File: config.mk
export PLATFORM = sky130hd
export DESIGN_NAME = store_drain_unit
export DESIGN_NICKNAME = d
export VERILOG_FILES = /design/src/rtl/config_pkg.sv /design/src/rtl/decode_pkg.sv /design/src/rtl/store_drain_unit_pkg.sv /design/src/rtl/sdu_addr_fifo.sv /design/src/rtl/store_drain_unit.sv
export SDC_FILE = /design/constraint.sdc
export NUM_CORES = 1
export LEC_CHECK = 0
export BUFFER_PORTS_ARGS = -buffer_cell sky130_fd_sc_hd__buf_2
export CAP_MARGIN = 25
export CORE_MARGIN = 3
export CORE_UTILIZATION = 54
export CTS_CLUSTER_SIZE = 20
export DETAILED_ROUTE_END_ITERATION = 10
export PLACE_DENSITY_LB_ADDON = 0.05
export SLEW_MARGIN = 20
export SYNTH_ARGS = -nofsm -noshare
export SYNTH_HDL_FRONTEND = slang
export SYNTH_SLANG_ARGS = --single-unit
File: constraint.sdc
create_clock -name clk_i -period 7.6 [get_ports clk_i]
set_input_delay 1.14 -clock clk_i [delete_from_list [all_inputs] [get_ports clk_i]]
set_output_delay 1.14 -clock clk_i [all_outputs]
set_load 0.01 [all_outputs]
File: src/rtl/config_pkg.sv
// Core-wide configuration: physical address and data word widths.
package config_pkg;

  typedef struct packed {
    int unsigned PLEN;
    int unsigned XLEN;
  } cfg_t;

  localparam cfg_t Cfg = '{PLEN: 32, XLEN: 32};

endpackage

File: src/rtl/decode_pkg.sv
// Decoder-side definitions shared with the load/store path.
package decode_pkg;

  typedef enum logic [3:0] {
    LSU_LB,
    LSU_LBU,
    LSU_LH,
    LSU_LHU,
    LSU_LW,
    LSU_SB,
    LSU_SH,
    LSU_SW
  } lsu_op_e;

endpackage

File: src/rtl/store_drain_unit_pkg.sv
// Types and widths for the store drain unit.
package store_drain_unit_pkg;
  import config_pkg::*;

  localparam int unsigned SDU_PLEN  = Cfg.PLEN;
  localparam int unsigned SDU_XLEN  = Cfg.XLEN;
  localparam int unsigned SDU_BE_W  = SDU_XLEN / 8;
  localparam int unsigned SDU_OFF_W = $clog2(SDU_BE_W);

  typedef enum logic [1:0] {
    CAUSE_NONE     = 2'b00,
    CAUSE_MISALIGN = 2'b01,
    CAUSE_BUSERR   = 2'b10,
    CAUSE_ILLEGAL  = 2'b11
  } sdu_cause_e;

  // The stage keeps the original byte address; alignment is applied on output.
  typedef struct packed {
    logic                valid;
    logic [SDU_PLEN-1:0] addr;
    logic [SDU_XLEN-1:0] wdata;
    logic [SDU_BE_W-1:0] be;
    sdu_cause_e          cause;
  } sdu_stage_t;

endpackage

File: src/rtl/sdu_addr_fifo.sv
// Small synchronous FIFO tracking byte addresses of writes awaiting ack.
module sdu_addr_fifo #(
  parameter int DEPTH = 2,
  parameter int WIDTH = 32
) (
  input  logic             clk_i,
  input  logic             rst_i,
  input  logic             push_i,
  input  logic [WIDTH-1:0] data_i,
  input  logic             pop_i,
  output logic [WIDTH-1:0] data_o,
  output logic             full_o,
  output logic             empty_o
);

  localparam int PTR_W = (DEPTH > 1) ? $clog2(DEPTH) : 1;
  localparam int CNT_W = $clog2(DEPTH + 1);

  logic [WIDTH-1:0] mem_q [DEPTH];
  logic [WIDTH-1:0] mem_d [DEPTH];
  logic [PTR_W-1:0] wr_ptr_q, wr_ptr_d, rd_ptr_q, rd_ptr_d;
  logic [CNT_W-1:0] count_q, count_d;
  logic             do_push, do_pop;

  assign full_o  = (count_q == CNT_W'(DEPTH));
  assign empty_o = (count_q == '0);
  assign data_o  = mem_q[rd_ptr_q];

  // A push into a full FIFO is allowed only when the head leaves the same cycle.
  assign do_pop  = pop_i && !empty_o;
  assign do_push = push_i && (!full_o || do_pop);

  // Next-state for storage, pointers and occupancy.
  always_comb begin
    mem_d    = mem_q;
    wr_ptr_d = wr_ptr_q;
    rd_ptr_d = rd_ptr_q;
    count_d  = count_q;
    if (do_push) begin
      mem_d[wr_ptr_q] = data_i;
      wr_ptr_d = (wr_ptr_q == PTR_W'(DEPTH - 1)) ? '0 : wr_ptr_q + PTR_W'(1);
    end
    if (do_pop) begin
      rd_ptr_d = (rd_ptr_q == PTR_W'(DEPTH - 1)) ? '0 : rd_ptr_q + PTR_W'(1);
    end
    case ({do_push, do_pop})
      2'b10:   count_d = count_q + CNT_W'(1);
      2'b01:   count_d = count_q - CNT_W'(1);
      default: count_d = count_q;
    endcase
  end

  // State registers.
  always_ff @(posedge clk_i or posedge rst_i) begin
    if (rst_i) begin
      mem_q    <= '{default: '0};
      wr_ptr_q <= '0;
      rd_ptr_q <= '0;
      count_q  <= '0;
    end else begin
      mem_q    <= mem_d;
      wr_ptr_q <= wr_ptr_d;
      rd_ptr_q <= rd_ptr_d;
      count_q  <= count_d;
    end
  end

endmodule

File: src/rtl/store_drain_unit.sv
// Turns committed stores into word-aligned D-cache writes and reports faults.
module store_drain_unit
  import decode_pkg::*;
  import store_drain_unit_pkg::*;
#(
  parameter int OUTSTANDING = 2,
  parameter int OFF_W       = $clog2(SDU_XLEN / 8)
) (
  input  logic                clk_i,
  input  logic                rst_i,
  input  logic                sb_req_valid_i,
  output logic                sb_req_ready_o,
  input  logic [SDU_PLEN-1:0] sb_req_addr_i,
  input  logic [SDU_XLEN-1:0] sb_req_data_i,
  input  lsu_op_e             sb_req_op_i,
  output logic                dc_req_valid_o,
  input  logic                dc_req_ready_i,
  output logic [SDU_PLEN-1:0] dc_req_addr_o,
  output logic [SDU_XLEN-1:0] dc_req_wdata_o,
  output logic [SDU_BE_W-1:0] dc_req_be_o,
  input  logic                dc_rsp_valid_i,
  input  logic                dc_rsp_err_i,
  output logic                fault_valid_o,
  output logic [1:0]          fault_cause_o,
  output logic [SDU_PLEN-1:0] fault_addr_o,
  output logic                idle_o
);

  localparam int CNT_W = $clog2(OUTSTANDING + 1);

  sdu_stage_t          stage_q, stage_d, fmt;
  logic [CNT_W-1:0]    cnt_q, cnt_d;
  logic                buserr_q, buserr_d;
  logic [SDU_PLEN-1:0] buserr_addr_q, buserr_addr_d;
  logic [SDU_PLEN-1:0] fifo_head;
  logic                fifo_full, fifo_empty;
  logic [OFF_W-1:0]    off;
  logic                rsp_fire, issue, stage_fault, stage_done, accept;

  // Acks with nothing in flight (e.g. stale ones after reset) are dropped.
  assign rsp_fire    = dc_rsp_valid_i && (cnt_q != '0);
  // A pending bus-error report is older than the stage, so the stage fault waits.
  assign stage_fault = stage_q.valid && (stage_q.cause != CAUSE_NONE) && !buserr_q;

  assign dc_req_valid_o = stage_q.valid && (stage_q.cause == CAUSE_NONE) &&
                          ((cnt_q < CNT_W'(OUTSTANDING)) || dc_rsp_valid_i);
  assign issue          = dc_req_valid_o && dc_req_ready_i;
  assign stage_done     = issue || stage_fault;
  assign sb_req_ready_o = !rst_i && (!stage_q.valid || stage_done);
  assign accept         = sb_req_valid_i && sb_req_ready_o;

  assign dc_req_addr_o  = {stage_q.addr[SDU_PLEN-1:OFF_W], {OFF_W{1'b0}}};
  assign dc_req_wdata_o = stage_q.wdata;
  assign dc_req_be_o    = stage_q.be;
  assign idle_o         = !stage_q.valid && (cnt_q == '0);

  assign off = sb_req_addr_i[OFF_W-1:0];

  // Format the incoming store into strobe, replicated data and fault cause.
  always_comb begin
    fmt       = '0;
    fmt.valid = 1'b1;
    fmt.addr  = sb_req_addr_i;
    fmt.wdata = sb_req_data_i;
    fmt.be    = '1;
    fmt.cause = CAUSE_NONE;
    case (sb_req_op_i)
      LSU_SB: begin
        fmt.be    = SDU_BE_W'(1) << off;
        fmt.wdata = {SDU_BE_W{sb_req_data_i[7:0]}};
      end
      LSU_SH: begin
        fmt.be    = SDU_BE_W'(3) << off;
        fmt.wdata = {(SDU_XLEN / 16){sb_req_data_i[15:0]}};
        if (off[0]) fmt.cause = CAUSE_MISALIGN;
      end
      LSU_SW: begin
        if (off != '0) fmt.cause = CAUSE_MISALIGN;
      end
      default: begin
        fmt.be    = '0;
        fmt.cause = CAUSE_ILLEGAL;
      end
    endcase
  end

  // Stage, outstanding count and bus-error report next-state.
  always_comb begin
    stage_d = stage_q;
    if (accept) begin
      stage_d = fmt;
    end else if (stage_done) begin
      stage_d.valid = 1'b0;
    end
    case ({issue, rsp_fire})
      2'b10:   cnt_d = cnt_q + CNT_W'(1);
      2'b01:   cnt_d = cnt_q - CNT_W'(1);
      default: cnt_d = cnt_q;
    endcase
    buserr_d      = rsp_fire && dc_rsp_err_i;
    buserr_addr_d = buserr_d ? fifo_head : '0;
  end

  // Fault output mux: bus error from the previous cycle outranks the stage.
  always_comb begin
    fault_valid_o = buserr_q || stage_fault;
    fault_cause_o = CAUSE_NONE;
    fault_addr_o  = '0;
    if (buserr_q) begin
      fault_cause_o = CAUSE_BUSERR;
      fault_addr_o  = buserr_addr_q;
    end else if (stage_fault) begin
      fault_cause_o = stage_q.cause;
      fault_addr_o  = stage_q.addr;
    end
  end

  // State registers.
  always_ff @(posedge clk_i or posedge rst_i) begin
    if (rst_i) begin
      stage_q       <= '0;
      cnt_q         <= '0;
      buserr_q      <= 1'b0;
      buserr_addr_q <= '0;
    end else begin
      stage_q       <= stage_d;
      cnt_q         <= cnt_d;
      buserr_q      <= buserr_d;
      buserr_addr_q <= buserr_addr_d;
    end
  end

  sdu_addr_fifo #(
    .DEPTH (OUTSTANDING),
    .WIDTH (SDU_PLEN)
  ) u_addr_fifo (
    .clk_i   (clk_i),
    .rst_i   (rst_i),
    .push_i  (issue),
    .data_i  (stage_q.addr),
    .pop_i   (rsp_fire),
    .data_o  (fifo_head),
    .full_o  (fifo_full),
    .empty_o (fifo_empty)
  );

  a_no_stray_ack: assert property (@(posedge clk_i) disable iff (rst_i)
    !(dc_rsp_valid_i && (cnt_q == '0)))
    else $error("write ack received with no write outstanding");

  a_fifo_tracks_cnt: assert property (@(posedge clk_i) disable iff (rst_i)
    (fifo_empty == (cnt_q == '0)) && (fifo_full == (cnt_q == CNT_W'(OUTSTANDING))))
    else $error("address FIFO occupancy diverged from outstanding count");

endmodule

# Word level (Yosys, flattened, before mapping)
# Cells that the tools add are included.
# W data, S select, Z words.
# classes
n_eq_ne	8
add_sub_neg	6
n_bitwise	2
n_shift	2
n_reduce_logical	32
mux	22
order_cmp	4
# ops
operator	n
$mux W32	7
$bwmux W64	1
$pmux W32 S2	1
$demux W32 S1	1
$logic_and A1 B1 Y1	13
$eq A4 B3 Y1 const B	3
$pmux W4 S3	1
$reduce_bool A2 Y1	6
$pmux W2 S2	2
$eq A2 B2 Y1 const B	3
$logic_not A2 Y1	3
$mux W1	6
$pmux W2 S3	1
$logic_not A1 Y1	5
$logic_or A1 B1 Y1	5
$add A2 B1 Y2 const B	2
$eq A2 B1 Y1 const B	2
$ge A2 B2 Y1 const B	2
$mux W2	2
$not A1 Y2	2
$shl A1 B2 Y4 const A	1
$shl A2 B2 Y4 const A	1
$sub A2 B1 Y2 const B	2
$add A1 B1 Y1 const B	2
other kinds (2)	2
# word_totals
output_inout_bits	106
wordCells	89
ff_bits	174
input_bits	74

# Logic depth before layout (Yosys ltp)
# Gate-level depths: netlist of run 1.
# logic_depth
word_depth	9
ltp_mapped	8
depth_no_buf	7

# Modules after synthesis
# From an unflattened synthesis of run 1, not the netlist that was laid out.
# unflattened
hier_cells	644
hier_area_um2	8348.0
# modules_own_cells
mod	cells_per_inst	area_each_um2	n_inst
store_drain_unit	447	5243.8	1
sdu_addr_fifo	197	3104.2	1

# Worst setup path after synthesis of run 1
# OpenSTA, ideal clock, no wires.
# synth_timing
path_type	input-to-reg
startpoint	input rst_i
endpoint	register stage_q, in the netlist dc_req_addr_o[20]
arrival_time_ns	5.989
n_path_buf	1
stages	4
slack_ns	1.484
path_cell_list	inv_1 -> o211ai_4 -> buf_6 -> mux2_1
# synth_via
elab_chain_cells	3
# synth_lines
element	line_no	source
from (decl)	store_drain_unit.sv:10	input logic rst_i,
$logic_not A1 Y1 (no source line)	n/a	
$logic_and A1 B1 Y1	store_drain_unit.sv:49	assign sb_req_ready_o = !rst_i && (!stage_q.valid || stage_done);
$logic_and A1 B1 Y1	store_drain_unit.sv:50	assign accept = sb_req_valid_i && sb_req_ready_o;
to (signal assigned)	store_drain_unit.sv:126	stage_q <= stage_d;
to (decl)	store_drain_unit.sv:31	sdu_stage_t stage_q, stage_d, fmt;
# Every way passes these cells.
# A chain may end at the register's enable or synchronous reset.

# Worst setup path after layout of run 1
# layout_timing
startpoint	register stage_q[70] in the netlist's numbering
endpoint	output fault_addr_o[0]
# layout_via
elab_chain_cells	4
# layout_lines
element	line_no	source
$logic_and A1 B1 Y1 (2 in series)	store_drain_unit.sv:43	assign stage_fault = stage_q.valid && (stage_q.cause != CAUSE_NONE) && !buserr_q;
$mux W32	store_drain_unit.sv:112	end else if (stage_fault) begin
$mux W32	store_drain_unit.sv:109	if (buserr_q) begin
to (decl)	store_drain_unit.sv:25	output logic [SDU_PLEN-1:0] fault_addr_o,
# Every way passes these cells.

==> reports/metrics.yaml, run 1 <==
die_w_um: 128
initial_core_util_pct: 55.2
synthArstFlopShare_pct: 100
met3_length_um: 872
coreArea_mm2: 0.0146
wl_um: 16200
vias: 4913
nets: 789
clock_skew_ns: 0.00616
antenna_found_initial: 1
avgSynthCellArea_um2: 13.2
drive_gt1_share_pct: 49.9
grt_start_max_net_pins: 68
reg2reg_to: "dc_req_be_o[3]"
r2r_start: "buserr_q"
startpoint_type: "register"
fillCellCount: 1190
whs_ns: 0.493
synth_top_flop_cell: "dfrtp_1"
drt_iter0_markers: 146
crit_type: "register to output pin"
leakage_nw: 4.66
cp_max_fo: 33
top_layer: "met5"
status: "finished, final reports clean"
synth_area_mm2: 0.00806
dpl.hpwl_um: 10700
grt.total_usage_pct: 20.2
clk_pin_slew_worst_paths_ns: 0.06
netlist_instances: 609
holdPathStages: 1
cts.sinks: 174
ctsHoldBuffers: 0
firstDrtPassIters: 4
h-tree-depth: 4
synth_cell_type_count: 36
grt-ovfl-total: 0
ant_nets: 0
seq_area_frac_synth_pct: 54.0
ir_worst_vdd_uv: 206
holdPathEnd: "dc_req_wdata_o[19]"
r2r_cells: 5
clk_path_buf_depth: 2
die_h_um: 128
wl_met1_um: 7150
wl_met2_um: 7980
ys_warn_count: 0
drc: 0
p_total_w: 0.00256
reg2reg_slack_ns: 4.66
synth_top_area_share_pct: 54.0
cts_buffers: 17
clockRootBuffer: "clkbuf_16"
hold_viol_final: 0
wl_per_cell_um: 17.8
globalplace.congestion: 0.715
io_pins: 180
maxSlewViolCount: 0
cts_resized: 0
tritoncts: "built"
ys_ff_latch: 174
rows: 44
min_from: "dc_req_wdata_o[19]"
worstPathRequired_ns: 6.46
via_per_inst: 5.40
synth_edf_count: 0
powerDensity_mw_per_mm2: 281
tns_ns: 0
cts_setup_buffers: 0
max_freq_mhz: 295
post-route-period-util_pct: 44.7
worst_pin_slew_ns: 0.951
clk_latency_ns: 0.42
period_minus_slack_ns: 3.39
slew_headroom_pct: 36.4
synth.area.top_cells: "dfrtp_1 54%, mux2_2 19%, buf_4 7.0%, mux2i_1 5.1%, a22o_1 4.3%"
grt_pass1_wl_um: 26000
antennaDiodeCount: 0
portBuffers: 177
grt_pass1_vias: 5039
syn_to_final_growth_pct: 13.1
synth_top_cell_by_area: "dfrtp_1"
hp-class: "register to register"
arrival_ns: 2.25
die-area_mm2: 0.0164
cp-end-kind: "output pin"
final_core_utilization_pct: 62.5
finalSetupViolCount: 0
rsz0062_at_grt: "no"
maxCapViolCount: 0
## where the power goes
part           total, W  switching (W)  internal, W
combinational  0.000527       0.000255     0.000271
clock          0.000851       0.000358     0.000492
sequential      0.00118       0.000128      0.00105
## sequential cells by signal (all words and copies together) (netlist names)
signal and cells:
buserr_addr_q 32, buserr_q 1, cnt_q 2, dc_req_addr_o 30, dc_req_be_o 4, dc_req_wdata_o 32, stage_q 5, u_addr_fifo.count_q 2
u_addr_fifo.mem_q 64, u_addr_fifo.rd_ptr_q 1, u_addr_fifo.wr_ptr_q 1
## through the flow
step                worst slack (ns)  area, µm²  cells
detailed placement              4.11       8530    878
global route                    4.08       9110    910
global placement                4.20       8510    877
floorplan                       1.48       8060    610
CTS                             4.15       9110    910
finish                          4.21       9110    910
## layout by cell type, fill, tap and decap left out, types with 3 or more instances in the layout
| master | n |
|---|---|
| a21oi_1 | 13 |
| a22o_1 | 40 |
| buf_2 | 177 |
| buf_4 | 7 |
| clkbuf_16 | 17 |
| clkinv_2 | 6 |
| dfrtp_1 | 173 |
| inv_1 | 12 |
| inv_6 | 4 |
| mux2_1 | 5 |
| mux2_2 | 136 |
| mux2i_1 | 41 |
| nand2b_1 | 4 |
| nor2_1 | 40 |
| o21ai_0 | 9 |
| xnor2_1 | 5 |
| xor2_1 | 3 |
## metal layers
layer / GRT usage [%] / vias up
met1: 26.1 / 2500
met4: 5.49 / 2
met3: 5.63 / 16
met5: 0 / -
li1: - / 2267
met2: 33.5 / 128
## cell type report
class | count | area [µm²] | area share [%]
sequential | 174 | 4360 | 47.8
inverter | 14 | 57.6 | 0.632
tap | 184 | 230 | 2.53
clock buffer | 18 | 439 | 4.82
timing repair buffer | 185 | 966 | 10.6
multi-input combinational | 321 | 2920 | 32.1
clock inverter | 14 | 140 | 1.54
## synth_stat cells (3+ instances only)
master,count
a22o_1,40
dfrtp_1,174
o21ai_0,9
mux2_2,136
buf_4,75
a21oi_1,13
clkbuf_1,10
nand2b_1,4
buf_6,10
mux2_1,5
nor2_1,41
xor2_1,3
buf_1,4
xnor2_1,5
mux2i_1,41
inv_1,13
## cell families after synthesis
kind of cell / Yosys count / share of synthesized area, %
mux: 182 / 24.8
flops: 174 / 54.0
buf+inv: 115 / 9.81
compound gates: 66 / 6.26
simple gates: 61 / 3.87
xor+xnor: 8 / 0.870
fa+ha+maj: 2 / 0.311
other cells: 1 / 0.0465
## worst max path at each step
| stage | from | end | slack, ns | depth (start not counted) |
|---|---|---|---|---|
| after detailed placement | dc_rsp_valid_i | dc_req_wdata_o[12] | 4.11 | 6 |
| final | stage_q[70] | fault_addr_o[0] | 4.21 | 4 |
| after floorplan | rst_i | dc_req_addr_o[20] | 1.48 | 4 |
| after global routing | stage_q[70] | fault_addr_o[0] | 4.08 | 4 |
| after CTS | stage_q[70] | fault_addr_o[1] | 4.15 | 4 |
| after global placement | dc_rsp_valid_i | dc_req_addr_o[28] | 4.20 | 6 |
## worst max-delay path, stage by stage (launching register included)
cell and delay (ns):
dfrtp_1 0.43, o21ai_0 0.21, nor2_4 0.77, a22o_1 0.28, buf_2 0.14
No activity file was read; power rests on OpenSTA's default activity.
==> inputs of run 2 (changes only) <==
--- a/config.mk
+++ b/config.mk
@@ -5,10 +5,11 @@
 export SDC_FILE = /design/constraint.sdc
 export NUM_CORES = 1
 export LEC_CHECK = 0
+export ABC_AREA = 1
 export BUFFER_PORTS_ARGS = -buffer_cell sky130_fd_sc_hd__buf_2
 export CAP_MARGIN = 25
 export CORE_MARGIN = 3
-export CORE_UTILIZATION = 54
+export CORE_UTILIZATION = 55
 export CTS_CLUSTER_SIZE = 20
 export DETAILED_ROUTE_END_ITERATION = 10
 export PLACE_DENSITY_LB_ADDON = 0.05
==> constraint.sdc (replaced) <==
create_clock -name clk_i -period 3.56 [get_ports clk_i]
set_input_delay 0.534 -clock clk_i [delete_from_list [all_inputs] [get_ports clk_i]]
set_output_delay 0.534 -clock clk_i [all_outputs]
set_load 0.01 [all_outputs]
==> run 2 against run 1 <==
  * Via count increased by 30%
  * Flip-flop and latch count did not move
  * Count of clock-buffer cells in the layout increased by 3
  * Critical endpoint is now fault_addr_o[29]
  * Largest power group unchanged
==> reports/metrics.yaml, run 2 <==
tns_ns: 0  # unchanged
vias: 6378  # +30%
final_common_cell: "nand2_1"
crit_slowest_cell: "dfrtp_1"
syn_to_final_growth_pct: 12.8
cts_resized: 0  # unchanged
powerDensity_mw_per_mm2: 697  # +150%
worst_pin_slew_ns: 0.890  # -0.0611 ns
grt-ovfl-total: 0  # unchanged
clk_path_buf_depth: 2  # unchanged
cts_buffers: 17  # unchanged
slew_headroom_pct: 40.7  # +4.2 points
maxCapViolCount: 0  # unchanged
r2r_start: "buserr_q"
maxSlewViolCount: 0  # unchanged
dpl.hpwl_um: 12000  # +12%
wl_per_cell_um: 14.5  # -18%
pwr-share-comb_pct: 26.1  # +5.5 points
synth.most_common_cell: "nand2_1"
leakage_nw: 4.99  # +7.1%
synth.area.top_cells: "dfrtp_1 53%, nand2_1 19%, buf_4 7.1%, o21ai_0 5.8%, inv_1 2.9%"
clock_skew_ns: 0.00765  # +0.00149 ns
cp-end-kind: "output pin"
die_w_um: 128  # -0.23%
hp-class: "primary input to register"
h-tree-depth: 4  # unchanged
cp_max_fo: 17  # -48%
ys_ff_latch: 174  # unchanged
ys_warn_count: 0  # unchanged
drt_iter0_markers: 488  # +230%
clk_pin_slew_worst_paths_ns: 0.06  # about the same
nets: 1157  # +47%
post-place-ws_ns: 1.01  # -3.10 ns
synth_top_area_share_pct: 53.3  # -0.72 points
final_core_utilization_pct: 64.9  # +2.4 points
synth_area_mm2: 0.00817  # +1.4%
place_inst: 1241  # +41%
synthTopCellsByCount: "416 x nand2_1, 174 x dfrtp_1, 95 x o21ai_0"
ant_nets: 0  # unchanged
synthArstFlopShare_pct: 100  # unchanged
firstDrtPassIters: 5  # +1
drive_gt1_share_pct: 22.3  # -28 points
antenna_found_initial: 1  # unchanged
grt.total_usage_pct: 23.3  # +3.1 points
clk_latency_ns: 0.42  # about the same
switching_power_w: 0.00214  # +190%
largest_reg_flops: 64  # unchanged
worstSetupStartpoint: "stage_q[1]"
status: "finished, final reports clean"
avgSynthCellArea_um2: 8.25  # -38%
grt_pass1_vias: 5993  # +19%
synth_edf_count: 0  # unchanged
globalplace.congestion: 0.787  # +10%
via_per_inst: 5.01  # -7.3%
worstPathRequired_ns: 3.03  # -3.43 ns
cts_setup_buffers: 0  # unchanged
stdcell_count: 1274  # +40%
clockRootBuffer: "clkbuf_16"
synth_cell_type_count: 28  # -22%
io_pins: 180  # unchanged
grt_start_max_net_pins: 145  # +110%
max_freq_mhz: 382
min_from: "sb_req_addr_i[5]"
die_h_um: 128  # -0.23%
swShare_pct: 33.3  # +4.3 points
synth_top_flop_cell: "dfrtp_1"
layout_common_cells: "416 x nand2_1, 177 x buf_2, 174 x dfrtp_1"
portBuffers: 177  # unchanged
wl_um: 18500  # +14%
ff_latch_area_mm2: 0.00435  # about the same
initial_core_util_pct: 57.5  # +2.3 points
synth_top_cell_by_area: "dfrtp_1"
internal_power_w: 0.00429  # +140%
multiInputGateArea_mm2: 0.00278  # -4.8%
slowest_delay_ns: 0.42  # -0.35 ns
seqPwrFrac_pct: 45.4  # -0.8 points
die-area_mm2: 0.0163  # -0.47%
netlist_instances: 990  # +63%
p_clk_share_pct: 28.6  # -4.6 points
ctsHoldBuffers: 0  # unchanged
startpoint_type: "register"
coreArea_mm2: 0.0142  # -2.6%
ir_worst_vdd_uv: 499  # +140%
cts.sinks: 174  # unchanged
seq_area_frac_synth_pct: 53.3  # -0.72 points
drc: 0  # unchanged
fillCellCount: 1277  # +7.3%
arrival_ns: 2.09  # -0.16 ns
max_flop_register: "u_addr_fifo.mem_q"
antennaDiodeCount: 0  # unchanged
postLayoutSetupSlackWorst_ns: 0.940  # -3.27 ns
finalSetupViolCount: 0  # unchanged
crit_buf_inv: 4  # +3
tritoncts: "built"
crit_chain: "inv_1 -> nand2_1 -> nand2_1 -> nor2_1 -> inv_1 -> buf_8 -> o21ai_0 -> buf_2"
post-route-period-util_pct: 73.6
rows: 43  # -2.3%
rsz0062_at_grt: "no"
hold_viol_final: 0  # unchanged
period_minus_slack_ns: 2.62
grt_pass1_wl_um: 30300  # +17%
crit_type: "register to output pin"
cp_top_family: "buffers and inverters"
==> run 2: changes by cell type after synthesis, moves of 32 or more <==
cell | previous run | this run
mux2i_1 | 41 | 0
nor2_1 | 41 | 5
inv_1 | 13 | 63
nand2_1 | 1 | 416
o21ai_0 | 9 | 95
mux2_2 | 136 | 0
nand3_1 | 2 | 34
a22o_1 | 40 | 0
==> run 2: path summary, 6_finish.rpt <==
check / endpoint / slack (ns) / cells past startpoint
min in group asynchronous: stage_q[70] / 0.32 / 3
max in group asynchronous: u_addr_fifo.mem_q[3] / 2.59 / 3
min: dc_req_addr_o[5] / 0.31 / 3
min reg2reg: dc_req_wdata_o[0] / 0.47 / 2
max: fault_addr_o[29] / 0.94 / 8
max reg2reg: dc_req_addr_o[29] / 1.30 / 9
==> run 2: area by class of cell <==
type	instances	area share, %
clock buffer	21	5.11
sequential	174	47.3
tap	180	2.44
timing repair buffer	188	11.1
inverter	64	2.65
clock inverter	11	1.24
multi-input combinational	636	30.2
==> run 2: cell families (layout without fill, tap and decap cells) <==
family / Yosys count / after routing / synth area share, %
adders and majority gates: 2 / 2 / 0.306
AOI/OAI and AO/OA: 146 / 146 / 8.98
other: 1 / 2 / 0.0459
DFF: 174 / 174 / 53.3
buffers and inverters: 181 / 284 / 12.8
and+or+nand+nor: 481 / 481 / 24.0
xor gates and xnor gates: 5 / 5 / 0.536
==> run 2: worst register-to-register path: stages, from the launching register on <==
cell and delay [ns]:
dfrtp_1 0.38, buf_4 0.27, inv_1 0.14, a21oi_1 0.09, nand2_2 0.12, nand2_2 0.09
nor2_4 0.55, buf_12 0.31, nand2_1 0.18, nand2_1 0.08
==> run 2: layer usage <==
| layer | vias to the layer above | global-route usage, % | share of wire, % | routed length, µm |
|---|---|---|---|---|
| li1 | 3193 | - | - | - |
| met1 | 3015 | 32.3 | 46 | 8550 |
| met2 | 155 | 37.5 | 48 | 8780 |
| met3 | 13 | 5.38 | 5.2 | 951 |
| met4 | 2 | 5.74 | 0.81 | 150 |
| met5 | - | 0 | 0.070 | 13 |
==> run 2: power groups by stage <==
stage	clock network, W	logic (W)	registers, W
floorplan	0	0.00136	0.00286
global placement	0	0.00161	0.00292
detailed placement	0	0.00169	0.00293
CTS	0.00187	0.00170	0.00291
global route	0.00195	0.00192	0.00300
finish	0.00183	0.00167	0.00291
==> run 2: metrics by stage <==
stage / hold WS [ns] / instance area (µm²) / power [W]
after CTS: 0.296 / 9200 / 0.00647
after floorplan: 0.439 / 8200 / 0.00422
final: 0.310 / 9210 / 0.00642
after global placement: 0.450 / 8580 / 0.00454
after global routing: 0.308 / 9210 / 0.00687
after detailed placement: 0.453 / 8610 / 0.00462
==> inputs of run 3 (changes only) <==
==> constraint.sdc (replaced) <==
create_clock -name clk_i -period 2.5 [get_ports clk_i]
set_input_delay 0.375 -clock clk_i [delete_from_list [all_inputs] [get_ports clk_i]]
set_output_delay 0.375 -clock clk_i [all_outputs]
set_load 0.01 [all_outputs]
==> run 3 against run 2 <==
  * Sequential power rose by 43%
  * Routed wire length is 0.36% lower
  * Critical path type unchanged
  * Count of clock-buffer cells in the layout did not move
  * Final cell count increased by 0.39%
  * Flip-flop and latch count is the same
  * Cell area rose by 0.22%
  * Combinational power grew 43%
  * Critical endpoint is now fault_addr_o[4]
  * Via count grew 0.72%
  * Critical path depth is the same
  * Clock skew is essentially flat
  * Sequential share of layout area shrank 0.089 points
  * Core utilization grew 0.14 points
==> reports/metrics.yaml, run 3 (synthesis gave the netlist of run 2 again) <==
drive_gt1_share_pct: 22.8  # +0.54 points
crit_chain: "inv_1 -> nand2_1 -> nand2_1 -> nor2_4 -> clkinvlp_4 -> buf_4 -> o21ai_0 -> buf_2"
slew_headroom_pct: 53.4  # +13 points
slowest_delay_ns: 0.42  # about the same
clock_skew_ns: 0.00813  # +0.000484 ns
clockRootBuffer: "clkbuf_16"
crit_slowest_cell: "dfrtp_1"
globalplace.congestion: 0.788  # about the same
max_freq_mhz: 425
r2r_cells: 7  # -2
holdPathStages: 3  # unchanged
r2r_start: "stage_q[0]"
wl_per_cell_um: 14.4  # -0.75%
grt_start_max_net_pins: 131  # -9.7%
grt-ovfl-total: 0  # unchanged
ant_nets: 0  # unchanged
hold_viol_final: 0  # unchanged
dpl.hpwl_um: 12000  # +0.44%
final_common_cell: "nand2_1"
max_flop_register: "u_addr_fifo.mem_q"
rsz0062_at_grt: "no"
cp_top_family: "buffers and inverters"
tritoncts: "built"
clk_path_buf_depth: 2  # unchanged
clk_latency_ns: 0.42  # about the same
cp_common_cell: "nand2_1"
startpoint_type: "register"
via_per_inst: 5.02  # +0.33%
rows: 43  # unchanged
ctsHoldBuffers: 0  # unchanged
worst_pin_slew_ns: 0.699  # -0.191 ns
powerDensity_mw_per_mm2: 974  # +40%
holdPathEnd: "dc_req_addr_o[8]"
arrival_ns: 1.98  # -0.11 ns
min_from: "sb_req_addr_i[8]"
layout_common_cells: "416 x nand2_1, 177 x buf_2, 173 x dfrtp_1"
syn_to_final_growth_pct: 13.0
maxCapViolCount: 0  # unchanged
drc: 0  # unchanged
wl_um: 18400  # -0.36%
fillCellCount: 1309  # +2.5%
leakage_nw: 4.99  # +0.11%
clk_pin_slew_worst_paths_ns: 0.06  # about the same
finalSetupViolCount: 0  # unchanged
maxSlewViolCount: 0  # unchanged
nets: 1163  # +0.52%
cts.sinks: 174  # unchanged
post-route-period-util_pct: 94.2
grt_pass1_wl_um: 30500  # +0.50%
cp_max_fo: 16  # -1
largest_reg_flops: 64  # unchanged
portBuffers: 177  # unchanged
ir_worst_vdd_uv: 582  # +16%
worstPathRequired_ns: 2.12  # -0.91 ns
crit_buf_inv: 4  # unchanged
cp-end-kind: "output pin"
antenna_found_initial: 1  # unchanged
antennaDiodeCount: 0  # unchanged
die_h_um: 128  # unchanged
firstDrtPassIters: 5  # unchanged
initial_core_util_pct: 57.5  # unchanged
drt_iter0_markers: 532  # +9.0%
place_area_mm2: 0.00864  # +0.32%
design_area_mm2: 0.00923  # +0.22%
cts_buffers: 17  # unchanged
die-area_mm2: 0.0163  # unchanged
vias: 6424  # +0.72%
crit_type: "register to output pin"
die_w_um: 128  # unchanged
grt.total_usage_pct: 23.3  # about the same
grt_pass1_vias: 6085  # +1.5%
reg2reg_slack_ns: 0.68  # -0.62 ns
status: "finished, final reports clean"
whs_ns: 0.146  # -0.165 ns
hp-class: "primary input to register"
coreArea_mm2: 0.0142  # unchanged
io_pins: 180  # unchanged
h-tree-depth: 4  # unchanged
reg2reg_to: "stage_q[38]"
period_minus_slack_ns: 2.36
-- run 3: changes by cell type in the layout (fill, tap and decap cells not counted), sizes merged --
cell	change
bufinv	-1
clkinvlp	+1
clkinv	+1
inv	-1
buf	+5
-- run 3: power by group --
part / total, W / leakage [nW] / internal [W] / switching, W
Combinational: 0.00238 / 2.46 / 0.000881 / 0.00150
Clock: 0.00247 / 0.273 / 0.00142 / 0.00105
Sequential: 0.00415 / 2.27 / 0.00367 / 0.000480
-- run 3: final cells by class --
type | count | area, µm² | share of cell area (%)
Clock inverter | 10 | 88.8 | 0.962
Multi-Input combinational cell | 636 | 2790 | 30.2
Sequential cell | 174 | 4360 | 47.2
Tap cell | 180 | 225 | 2.44
Clock buffer | 21 | 460 | 4.99
Timing Repair Buffer | 193 | 1060 | 11.4
Inverter | 64 | 248 | 2.68
Timing Repair inverter | 1 | 7.51 | 0.0813
-- run 3: worst min-delay path, stage by stage --
cell and delay (ns):
buf_2 0.07, nand2_1 0.04, nand2_1 0.04
-- run 3: what timing repair did --
item	4_1_cts	5_1_grt
endpoints found under the setup margin	32	32
setup buffers	2	1
resized for setup	3	4
pin swaps	0	1
cloned	1	0
endpoints found under the hold margin	0	0
-- run 3: metrics by stage --
| step | setup slack [ns] | util [%] | instances | setup TNS (ns) | power, W |
|---|---|---|---|---|---|
| after floorplan | -1.25 | - | 991 | -112.30 | 0.00601 |
| after global placement | 0.402 | 60.8 | 1244 | 0 | 0.00648 |
| after detailed placement | 0.252 | 60.8 | 1244 | 0 | 0.00655 |
| after CTS | 0.0166 | 64.9 | 1278 | 0 | 0.00907 |
| after global routing | 0.0347 | 65.0 | 1279 | 0 | 0.00962 |
| final | 0.145 | 65.0 | 1279 | 0 | 0.00900 |
-- run 3: layer usage --
layer | vias to the layer above | global-route usage, % | routed length, µm
li1 | 3202 | - | -
met1 | 3015 | 31.5 | 7980
met2 | 186 | 37.6 | 8930
met3 | 19 | 6.54 | 1300
met4 | 2 | 5.49 | 165
met5 | - | 0 | 7
-- run 3: how the worst max path moves through the flow --
stage	startpoint	end	cells past startpoint
after floorplan	rst_i	stage_q[70]	5
after global placement	stage_q[1]	fault_addr_o[10]	7
after detailed placement	stage_q[1]	fault_addr_o[21]	7
after CTS	stage_q[1]	fault_addr_o[5]	8
after global routing	stage_q[0]	fault_addr_o[31]	8
final	stage_q[0]	fault_addr_o[4]	8
